[src/rtl/rns_pkg.sv]
// Shared types and constants for the RNS mod-5 channel.
package rns_pkg;

  localparam logic [2:0]  MOD5      = 3'd5;
  localparam int unsigned LUT_IN_W  = 32;
  localparam int unsigned LUT_DEPTH = 32;
  localparam int unsigned SUM_W     = 4;

  typedef logic [2:0] res5_t;

  typedef enum logic [1:0] {
    IDLE = 2'd0,
    BUSY = 2'd1,
    DONE = 2'd2
  } state_t;

  // Fold a partial sum in 0..8 back into the residue range 0..4.
  function automatic res5_t mod5_reduce(input logic [SUM_W-1:0] s);
    return (s >= SUM_W'(MOD5)) ? res5_t'(s - SUM_W'(MOD5)) : res5_t'(s);
  endfunction

endpackage

[src/rtl/bin2res_mod5_seq_lut.sv]
// Weight table: 2^i mod 5 for bit positions i = 0..31, zero outside the table.
module mod5_LUT
  import rns_pkg::*;
(
  input  logic [LUT_IN_W-1:0] idx,
  output res5_t               weight_c
);

  // 2^i mod 5 repeats with period 4: 1, 2, 4, 3.
  always_comb begin
    weight_c = '0;
    if (idx < LUT_IN_W'(LUT_DEPTH)) begin
      case (idx[1:0])
        2'd0: weight_c = 3'd1;
        2'd1: weight_c = 3'd2;
        2'd2: weight_c = 3'd4;
        2'd3: weight_c = 3'd3;
        default: weight_c = '0;
      endcase
    end
  end

endmodule

[src/rtl/bin2res_mod5_seq.sv]
// Bit-serial binary-to-residue converter: returns in_data mod 5, one bit per clock.
module bin2res_mod5_seq
  import rns_pkg::*;
#(
  parameter int unsigned WIDTH = 32,
  parameter int unsigned IDX_W = 5
) (
  input  logic             clk,
  input  logic             rst_n,
  input  logic             in_valid,
  output logic             in_ready,
  input  logic [WIDTH-1:0] in_data,
  output logic             out_valid,
  input  logic             out_ready,
  output res5_t            out_res
);

  if (WIDTH < 2 || WIDTH > LUT_DEPTH || (2 ** IDX_W) < WIDTH) begin : g_param_check
    $error("bin2res_mod5_seq: illegal WIDTH/IDX_W combination");
  end

  state_t              state, state_next;
  logic [WIDTH-1:0]    sh, sh_next;
  logic [IDX_W-1:0]    idx, idx_next;
  res5_t               acc, acc_next;
  res5_t               weight_c;
  logic [SUM_W-1:0]    sum;

  mod5_LUT u_lut (
    .idx      (LUT_IN_W'(idx)),
    .weight_c (weight_c)
  );

  assign in_ready = (state == IDLE);

  // Next-state and datapath update.
  always_comb begin
    state_next = state;
    sh_next    = sh;
    idx_next   = idx;
    acc_next   = acc;
    sum        = SUM_W'(acc) + (sh[0] ? SUM_W'(weight_c) : SUM_W'(0));
    case (state)
      IDLE: begin
        if (in_valid) begin
          state_next = BUSY;
          sh_next    = in_data;
          idx_next   = '0;
          acc_next   = '0;
        end
      end
      BUSY: begin
        acc_next = mod5_reduce(sum);
        sh_next  = sh >> 1;
        idx_next = idx + IDX_W'(1);
        if (idx == IDX_W'(WIDTH - 1)) state_next = DONE;
      end
      DONE: begin
        if (out_ready) state_next = IDLE;
      end
      default: state_next = IDLE;
    endcase
  end

  // Output flops mirror the DONE state so the residue is held under backpressure.
  always_ff @(posedge clk or negedge rst_n) begin
    if (!rst_n) begin
      state     <= IDLE;
      sh        <= '0;
      idx       <= '0;
      acc       <= '0;
      out_valid <= 1'b0;
      out_res   <= '0;
    end else begin
      state     <= state_next;
      sh        <= sh_next;
      idx       <= idx_next;
      acc       <= acc_next;
      out_valid <= (state_next == DONE);
      out_res   <= (state_next == DONE) ? acc_next : '0;
    end
  end

  a_acc_range: assert property (@(posedge clk) disable iff (!rst_n) acc < MOD5);
  a_res_zero:  assert property (@(posedge clk) disable iff (!rst_n) !out_valid |-> out_res == '0);

endmodule

[config.mk]
export PLATFORM = sky130hd
export DESIGN_NAME = bin2res_mod5_seq
export DESIGN_NICKNAME = d
export VERILOG_FILES = /design/src/rtl/rns_pkg.sv /design/src/rtl/bin2res_mod5_seq_lut.sv /design/src/rtl/bin2res_mod5_seq.sv
export SDC_FILE = /design/constraint.sdc
export NUM_CORES = 1
export LEC_CHECK = 0
export ABC_AREA = 1
export BUFFER_PORTS_ARGS = -buffer_cell sky130_fd_sc_hd__buf_2
export CAP_MARGIN = 30
export CORE_MARGIN = 2
export CORE_UTILIZATION = 30
export DETAILED_ROUTE_END_ITERATION = 12
export SLEW_MARGIN = 10
export SYNTH_ARGS = -nofsm -noshare
export SYNTH_HDL_FRONTEND = slang
export SYNTH_SLANG_ARGS = --single-unit
[constraint.sdc]
create_clock -name clk -period 2.49 [get_ports clk]
set_input_delay 0.249 -clock clk [delete_from_list [all_inputs] [get_ports clk]]
set_output_delay 0.249 -clock clk [all_outputs]
set_load 0.005 [all_outputs]
==> results of run 1 <==
==> through the flow <==
stage,setup slack [ps],instance area [um^2],setup TNS [ps]
after global routing,-1.774,2694,-1.774
after detailed placement,19.70,2536,0
final,141.2,2694,0
after CTS,60.40,2664,0
after floorplan,195.2,2277,0
after global placement,108.5,2536,0
==> metal layers <==
metal  up-vias  wire [um]  global-route usage, %
li1        918          -                      -
met1       855       2433                  17.63
met2        46       2288                  19.75
met3         4        192                  3.734
met4         0         51                  3.788
met5         -          0                      0
==> cell families after synthesis <==
family / Yosys count / share of synthesized area, %
buf+inv: 50 / 10.60
fa+ha+maj: 10 / 5.824
compound gates: 43 / 13.41
xor+xnor: 1 / 0.3847
flops: 46 / 50.55
simple gates: 101 / 19.23
==> registers in the layout, indices dropped and copies added, names as in the netlist <==
signal,flops
out_valid,1
sh,32
state,2
out_res,3
acc,3
idx,5
==> cells in the final DEF (no fill, tap or decap), types with 4 or more instances in the layout <==
cell type,instances
nand2_1,45
ha_1,6
clkbuf_8,5
buf_4,6
nand3_1,38
inv_2,4
inv_1,33
o221ai_1,12
o22ai_1,9
buf_2,40
o211ai_1,6
nor2_1,13
o21ai_0,8
dfrtp_1,46
==> worst max-delay path: stages, from the launching register on <==
cell and delay (ps):
dfrtp_1 450, ha_4 290, nand2_1 40, inv_1 50, ha_2 170, fa_1 410
inv_1 110, ha_1 190, nand2_1 80, nand3_2 90, nand2_1 70, nand2_1 70
nand3_1 100, a21oi_2 160
==> layout make-up <==
cell class | count | area share (%)
Clock buffer | 6 | 2.694
Multi-Input combinational cell | 155 | 33.95
Tap cell | 99 | 4.598
Clock inverter | 2 | 1.393
Timing Repair Buffer | 47 | 9.475
Sequential cell | 46 | 42.73
Inverter | 37 | 5.156
==> final timing paths <==
check	start	slack (ps)	to	cells past startpoint
worst max-delay path	idx[1]	140	out_res[1]	13
worst min-delay path	out_ready	180	state[1]	2
worst max register to register	idx[1]	140	out_res[1]	13
worst min register to register	sh[1]	490	sh[1]	2
max in group asynchronous	rst_n	1330	idx[4]	3
min in group asynchronous	rst_n	450	sh[31]	2
==> repair_timing <==
| item | CTS | global route |
|---|---|---|
| endpoints found under the setup margin | 1 | 4 |
| hold endpoints to repair | 23 | 0 |
| setup buffers | 1 | 0 |
| hold buffers | 1 | 0 |
| resized for setup | 0 | 7 |
| pin swaps | 0 | 1 |
==> power breakdown <==
part	internal [mW]	switching [mW]	total, mW	leakage (nW)
clock	0.300	0.259	0.559	0.0514
combinational	0.539	0.831	1.37	0.663
sequential	1.03	0.145	1.18	0.594
==> results.py, run 1 <==
metrics = {
    "yosys": {
        "ys_ff_latch": 46,
        "synthesis.nets": 297,
        "synth_edf_count": 0,
        "yosysSeqAreaShare_pct": 50.55,
        "yosysMostFrequentCell": "dfrtp_1",
        "ys_top_cells_by_area": "dfrtp_1 (51%), nand3_1 (8.6%), nand2_1 (7.4%)",
        "yosys-top-cells-count": "dfrtp_1 (46), nand2_1 (45), nand3_1 (39)",
        "syn_area_per_cell_um2": 9.072,
        "syn_area_mm2": 0.002277,
        "synth_top_area_share_pct": 50.55,
        "yosysWarningCount": 0,
        "yosysTopAreaCell": "dfrtp_1",
        "synth.distinct_cells": 25,
        "dominantRegCellSynth": "dfrtp_1",
        "synthArstFlopShare_pct": 100.0,
        "synth_cells": 251,
    },
    "job": {
        "max-cap-violations": 0,
    },
    "grt": {
        "overflow": 0,
        "track_usage_pct": 12.86,
        "grt_pass1_wl_um": 8493,
        "grt_antenna_before_repair": 0,
        "grt_max_degree": 28,
        "first_global_vias": 1806,
    },
    "setup_path": {
        "required_ps": 2720,
        "worst_ep_arrival_time_ps": 2580,
        "end_kind": "register",
        "start_kind": "register",
        "crit_fanout": 4,
        "crit_type": "reg2reg",
    },
    "pwr": {
        "power_mw": 3.104,
        "p_per_area_mw_per_mm2": 1152,
        "p_leak_nw": 1.309,
        "irDropWorstVdd_v": 0.0003932,
    },
    "clock_tree": {
        "insertion_delay_ps": 300,
        "cts_num_sinks": 46,
        "clkTransAtPathRegs_ps": 80,
        "ctsRootBufferMaster": "clkbuf_8",
        "cts_tree": "built",
        "cts_buffer_depth": 2,
        "htreeDepth": 2,
        "cts_inserted_buffers": 5,
    },
    "finish": {
        "fin_cells": 392,
        "multi_input_area_um2": 914.6,
        "nets": 338,
        "fillers": 791,
        "antenna_cells": 0,
        "syn_to_final_growth_pct": 18.30,
        "drive_above_1_share_pct": 22.87,
        "register_area_mm2": 0.001151,
        "post-route-util_pct": 36.94,
    },
    "timing": {
        "tightest_slew_ps": 536.6,
        "clock.fmax_mhz": 425.7,
        "finalHoldWorstSlack_ps": 180.8,
        "finalSetupViolations": 0,
        "maxSlewHeadroom_pct": 64.23,
        "finClkSkew_ps": 4.899,
        "period_share_pct": 94.33,
        "final_hold_viol_count": 0,
        "period_needed_ps": 2349,
        "finalMaxSlewViolations": 0,
    },
    "drt": {
        "routed_wl_um": 4966,
        "vias": 1823,
        "drtAntennaViolNets": 0,
        "dr.first_iter.drc_count": 60,
        "route.detailed.drc": 0,
        "viasPerCell": 4.651,
        "first_pass_iters": 4,
        "drt-wirelength-per-cell_um": 12.67,
    },
    "outcome": {
        "status": "completed",
    },
    "floorplanning": {
        "io-pin-count": 41,
        "core-area_mm2": 0.007292,
        "fp.dieH_um": 91.13,
        "rows": 31,
        "die_x_um": 91.13,
        "die_area_mm2": 0.008304,
        "start_util_pct": 31.23,
    },
    "placed_design": {
        "dp.cells": 382,
        "place.detailed.hpwl_um": 3483,
        "io_buffers": 40,
        "place.gp.congestion": 0.7954,
    },
    "hold_path": {
        "worstHoldPathType": "in2reg",
    },
}
Power figures use the tool's default switching activity.
==> run 2, diff against run 1 <==
==> constraint.sdc (replaced) <==
create_clock -name clk -period 2.4 [get_ports clk]
set_input_delay 0.24 -clock clk [delete_from_list [all_inputs] [get_ports clk]]
set_output_delay 0.24 -clock clk [all_outputs]
set_load 0.005 [all_outputs]
==> run 2 against run 1 <==
  * Register-to-register slack got worse by 50 ps
  * Sequential share of layout area down 1.2 points
  * Clock skew is 4.5 ps higher
  * Global-route usage is 0.19 points lower
  * Utilization increased by 1.0 points
  * Count of clock-buffer cells in the layout is the same
  * Cell count grew 0.51%
  * Fmax increased by 1.9%
  * Worst hold slack lost 160 ps
  * Flip-flop and latch count did not move
  * Non-clock buffer count is 2 higher
  * First-iteration DRC count rose by 68%
==> results.py, run 2 (synthesized netlist as in run 1, its figures left out) <==
metrics = {
    "outcome": {
        "status": "completed",
    },
    "setup_path": {
        "critPathMaxStageDelay_ps": 510,
        "end_kind": "register",
        "path_common_cell": "inv_2",
        "slowest_stage": "fa_1",
        "crit_fanout": 3,
        "start_kind": "register",
        "cp_top_family": "adder cells",
        "crit_type": "reg2reg",
        "worst_ep_arrival_time_ps": 2530,
        "worstPathCellList": "inv_2 > ha_4 > nand2_2 > inv_2 > ha_4 > fa_1 > inv_2 > ha_2 > inv_2 > nand2_2 > nand3_4 > nand2_4 > nand2_2 > nand3_2 > a21oi_2",
        "path_buf_inv": 4,
        "required_ps": 2630,
        "reg2reg_slack_ps": 100,
    },
    "timing": {
        "finClkSkew_ps": 9.392,
        "clock.fmax_mhz": 433.9,
        "timing.final.ws_setup_ps": 95.42,
        "period_needed_ps": 2305,
        "final_hold_viol_count": 0,
        "finalMaxSlewViolations": 0,
        "finalSetupViolations": 0,
        "maxSlewHeadroom_pct": 60.86,
        "tightest_slew_ps": 587.0,
        "period_share_pct": 96.02,
        "finalHoldWorstSlack_ps": 17.99,
        "fin_tns_setup_ps": 0,
    },
    "pwr": {
        "p_leak_nw": 1.330,
        "power_mw": 3.543,
        "irDropWorstVdd_v": 0.0004102,
        "p_per_area_mw_per_mm2": 1279,
    },
    "grt": {
        "grt_pass1_wl_um": 8424,
        "grt_max_degree": 47,
        "overflow": 0,
        "first_global_vias": 1850,
        "grt_antenna_before_repair": 0,
        "track_usage_pct": 12.67,
    },
    "drt": {
        "vias": 1870,
        "drtAntennaViolNets": 0,
        "route.detailed.drc": 0,
        "first_pass_iters": 4,
        "dr.first_iter.drc_count": 101,
        "drt-wirelength-per-cell_um": 12.77,
        "viasPerCell": 4.746,
        "routed_wl_um": 5033,
    },
    "finish": {
        "fillers": 780,
        "final_common_cell": "dfrtp_1",
        "regMostFlops": "sh",
        "syn_to_final_growth_pct": 21.59,
        "fin_cells": 394,
        "top_regs": "sh: 32 flops, idx: 5 flops",
        "post-route-util_pct": 37.97,
        "largest_register_ffs": 32,
        "postLayoutCellArea_mm2": 0.002769,
        "antenna_cells": 0,
        "nets": 340,
        "drive_above_1_share_pct": 28.81,
        "layout_common_cells": "dfrtp_1 (46), nand2_1 (41), buf_2 (40), nand3_1 (34), inv_1 (30)",
    },
    "job": {
        "max-cap-violations": 0,
    },
    "placed_design": {
        "dp.cells": 383,
        "place.detailed.hpwl_um": 3316,
        "place.gp.congestion": 0.7921,
        "io_buffers": 40,
        "place_area_mm2": 0.002544,
        "place_ws_ps": 1.995,
    },
    "clock_tree": {
        "hold_buffers": 0,
        "insertion_delay_ps": 300,
        "cts_tree": "built",
        "clkTransAtPathRegs_ps": 90,
        "cts_num_sinks": 46,
        "cts_inserted_buffers": 5,
        "ctsRootBufferMaster": "clkbuf_8",
        "cts_buffer_depth": 2,
        "htreeDepth": 2,
    },
    "floorplanning": {
        "core-area_mm2": 0.007292,
        "start_util_pct": 31.23,
        "die_area_mm2": 0.008304,
        "rows": 31,
        "fp.dieH_um": 91.13,
        "io-pin-count": 41,
        "die_x_um": 91.13,
    },
    "hold_path": {
        "worstHoldPathType": "in2async",
    },
}
## run 2: area by class of cell
type                            instances  area (um^2)  share of cell area [%]
Inverter                               37        138.9                   5.016
Clock inverter                          2        37.54                   1.356
Sequential cell                        46         1151                   41.57
Timing Repair Buffer                   49        267.8                   9.670
Tap cell                               99        123.9                   4.474
Clock buffer                            6        72.57                   2.621
Multi-Input combinational cell        155        977.2                   35.29
## run 2: worst paths after layout
check	startpoint	endpoint	depth (start not counted)
setup / recovery	idx[0]	out_res[1]	15
hold / removal	rst_n	sh[31]	2
setup reg to reg	idx[0]	out_res[1]	15
hold reg to reg	sh[1]	sh[1]	2
max in group asynchronous	rst_n	out_valid	2
min in group clk	in_data[12]	sh[12]	3
## run 2: power by group
group	switching (mW)	internal, mW
Sequential	0.149	1.07
Clock	0.270	0.311
Combinational	1.02	0.727
## run 2: per-layer routing
metal	wire length [um]	GRT usage, %	up-vias	share of wire, %
li1	-	-	925	-
met5	0	0	-	0
met3	209	2.739	5	4.2
met1	2315	16.16	904	46
met4	53	4.167	0	1.1
met2	2454	21.36	36	49
## run 2: repair_timing
action                                 in CTS  in global routing
pin swaps                                   2                  7
buffers inserted                            1                  2
setup endpoints to repair                   2                  4
endpoints found under the hold margin       0                  0
gates resized for setup                     2                 23
==> run 3, diff against run 2 <==
--- a/config.mk
+++ b/config.mk
@@ -14,4 +14,5 @@
 export SLEW_MARGIN = 10
 export SYNTH_ARGS = -nofsm -noshare
 export SYNTH_HDL_FRONTEND = slang
+export SYNTH_HIERARCHICAL = 1
 export SYNTH_SLANG_ARGS = --single-unit
==> run 3 against run 2 <==
  * Clock power decreased by 15%
  * Utilization increased by 0.077 points
  * Global-route usage decreased by 0.97 points
  * Register-to-register slack got worse by 50 ps
  * Fmax decreased by 2.2%
  * Flip-flop and latch count unchanged
  * Clock skew decreased by 6.4 ps
  * Critical endpoint unchanged
==> results.py, run 3 <==
metrics = {
    "outcome": {
        "status": "completed",
    },
    "timing": {
        "final_hold_viol_count": 0,
        "period_share_pct": 98.14,
        "finalSetupViolations": 0,
        "finClkSkew_ps": 3.021,
        "rsz0062_at_grt": "true",
        "timing.final.ws_setup_ps": 44.69,
        "finalMaxSlewViolations": 0,
        "period_needed_ps": 2355,
        "clock.fmax_mhz": 424.6,
    },
    "job": {
        "max-cap-violations": 0,
    },
    "placed_design": {
        "place.gp.congestion": 0.7243,
        "io_buffers": 40,
        "place.detailed.hpwl_um": 3531,
        "place_ws_ps": -48.05,
    },
    "setup_path": {
        "crit_type": "reg2reg",
        "start_kind": "register",
        "reg2reg_slack_ps": 40,
        "crit_fanout": 3,
        "end_kind": "register",
        "worst_ep_arrival_time_ps": 2590,
        "required_ps": 2630,
    },
    "finish": {
        "nets": 418,
        "fillers": 857,
        "top_regs": "sh: 32 flops, idx: 5 flops",
        "layout_common_cells": "nand2_1 (58), inv_1 (55), dfrtp_1 (46), buf_2 (40), nand3_1 (38)",
        "drive_above_1_share_pct": 21.51,
        "syn_to_final_growth_pct": 25.24,
        "regMostFlops": "sh",
        "final_common_cell": "nand2_1",
        "largest_register_ffs": 32,
        "post-route-util_pct": 38.05,
        "antenna_cells": 0,
    },
    "yosys": {
        "synthArstFlopShare_pct": 100.0,
        "synth_edf_count": 0,
        "synth_simple_gate_area_share_pct": 23.16,
        "synth.distinct_cells": 27,
        "synth_top_family_by_area": "simple AND/OR/NAND/NOR gates",
        "synth.area.mux_share_pct": 0,
        "yosysMostFrequentCell": "nand2_1",
        "synth_cells": 300,
        "synth_compound_area_share_pct": 11.65,
        "yosys-top-cells-count": "nand2_1 (62), inv_1 (58), dfrtp_1 (46)",
        "synthXorXnorAreaFrac_pct": 0.3562,
        "ys_ff_latch": 46,
        "ys_top_cells_by_area": "dfrtp_1 (47%), nand2_1 (9.5%), inv_1 (8.9%)",
        "yosysSeqAreaShare_pct": 46.82,
        "dominantRegCellSynth": "dfrtp_1",
        "synth_top_area_share_pct": 46.82,
        "synthAdderAreaFrac_pct": 5.903,
        "syn_area_per_cell_um2": 8.195,
        "yosysTopAreaCell": "dfrtp_1",
        "syn_area_mm2": 0.002459,
        "yosysWarningCount": 6,
    },
    "pwr": {
        "comb_power_share_pct": 36.8,
        "pwr-share-clk_pct": 18.5,
        "pwr-share-seq_pct": 44.7,
        "p_sw_uw": 971.1,
        "irDropWorstVdd_v": 0.0003569,
        "p_per_area_mw_per_mm2": 871.0,
        "p_leak_nw": 1.640,
        "p_int_mw": 1.711,
        "switching_share_pct": 36.21,
    },
    "floorplanning": {
        "die_area_mm2": 0.008936,
        "rows": 33,
        "fp.dieH_um": 94.53,
        "core-area_mm2": 0.008093,
        "start_util_pct": 30.38,
        "io-pin-count": 41,
        "die_x_um": 94.53,
    },
    "clock_tree": {
        "htreeDepth": 2,
        "insertion_delay_ps": 290,
        "cts_num_sinks": 46,
        "clkTransAtPathRegs_ps": 90,
        "ctsRootBufferMaster": "clkbuf_8",
        "cts_tree": "built",
        "cts_buffer_depth": 2,
        "cts_inserted_buffers": 5,
    },
    "drt": {
        "route.detailed.drc": 0,
        "drt-wirelength-per-cell_um": 10.59,
        "vias": 2086,
        "first_pass_iters": 4,
        "dr.first_iter.drc_count": 84,
        "routed_wl_um": 5052,
        "drtAntennaViolNets": 0,
        "viasPerCell": 4.373,
    },
    "grt": {
        "grt_antenna_before_repair": 0,
        "grt_max_degree": 32,
        "overflow": 0,
        "grt_pass1_wl_um": 8500,
        "first_global_vias": 1947,
        "track_usage_pct": 11.71,
    },
    "hold_path": {
        "worstHoldPathType": "in2reg",
    },
}
## run 3: kinds of logic (layout without fill, tap and decap cells)
logic type               after synthesis  count (layout)
other                                  1              27
flip-flops                            46              46
XOR/XNOR                               1               1
AO/OA/AOI/OAI                         37              37
AND/OR/NAND/NOR                      132             132
adder cells (fa/ha/maj)               11              11
buffers and inverters                 72             118
## run 3: cell type report
class	count	area [um^2]	share of cell area (%)
Timing Repair Buffer	50	277.8	9.021
Multi-Input combinational cell	208	1194	38.76
Inverter	60	230.2	7.477
Clock inverter	2	12.51	0.4063
Tap cell	105	131.4	4.267
Clock buffer	6	82.58	2.682
Sequential cell	46	1151	37.38
## run 3: path summary, 6_finish.rpt
check                      startpoint          to  cells after the start
max                            idx[1]  out_res[1]                     16
min                         out_ready   out_valid                      2
max reg2reg                    idx[1]  out_res[1]                     16
min reg2reg                    sh[30]      sh[30]                      2
max in group asynchronous       rst_n      idx[3]                      3
min in group asynchronous       rst_n      sh[13]                      2
## run 3: worst max-delay path, stage by stage, from the launching register on
cell,delay [ps]
dfrtp_1,390
ha_1,290
inv_1,50
nor2_1,30
nand2_1,50
inv_1,40
ha_2,170
fa_1,490
inv_2,70
ha_4,150
inv_2,50
nand2_2,70
nand3_4,90
nand2_4,70
nand2_2,80
nand3_2,70
a21oi_2,130
## run 3: power groups by stage
stage	Combinational, mW	Sequential (mW)	Clock (mW)
CTS	1.00	1.20	0.515
detailed placement	0.993	1.21	0
global route	1.14	1.24	0.538
finish	0.988	1.20	0.495
floorplan	0.757	1.20	0
global placement	0.964	1.21	0
## run 3: metal layers
metal	part of all wire (%)	track usage [%]
met4	0.79	2.536
met5	0	0
met2	49	21.07
met1	47	14.62
met3	2.9	2.155
## run 3: stage by stage
step	total power, mW	TNS [ps]	std cells	area (um^2)	hold slack (ps)
3_5_place_dp	2.208	-82.63	466	2877	159.3
2_1_floorplan	1.957	0	326	2556	-55.59
3_3_place_gp	2.172	0	466	2877	153.2
4_1_cts	2.716	0	475	3003	143.2
6_report	2.682	0	477	3079	152.0
5_1_grt	2.919	-290.4	477	3079	150.3
## run 3: what timing repair did
item | 4_1_cts | 5_1_grt
pin swaps | 3 | 10
setup endpoints to repair | 4 | 5
endpoints found under the hold margin | 13 | 0
hold buffers | 1 | 0
buffers inserted | 0 | 2
resized for setup | 7 | 14
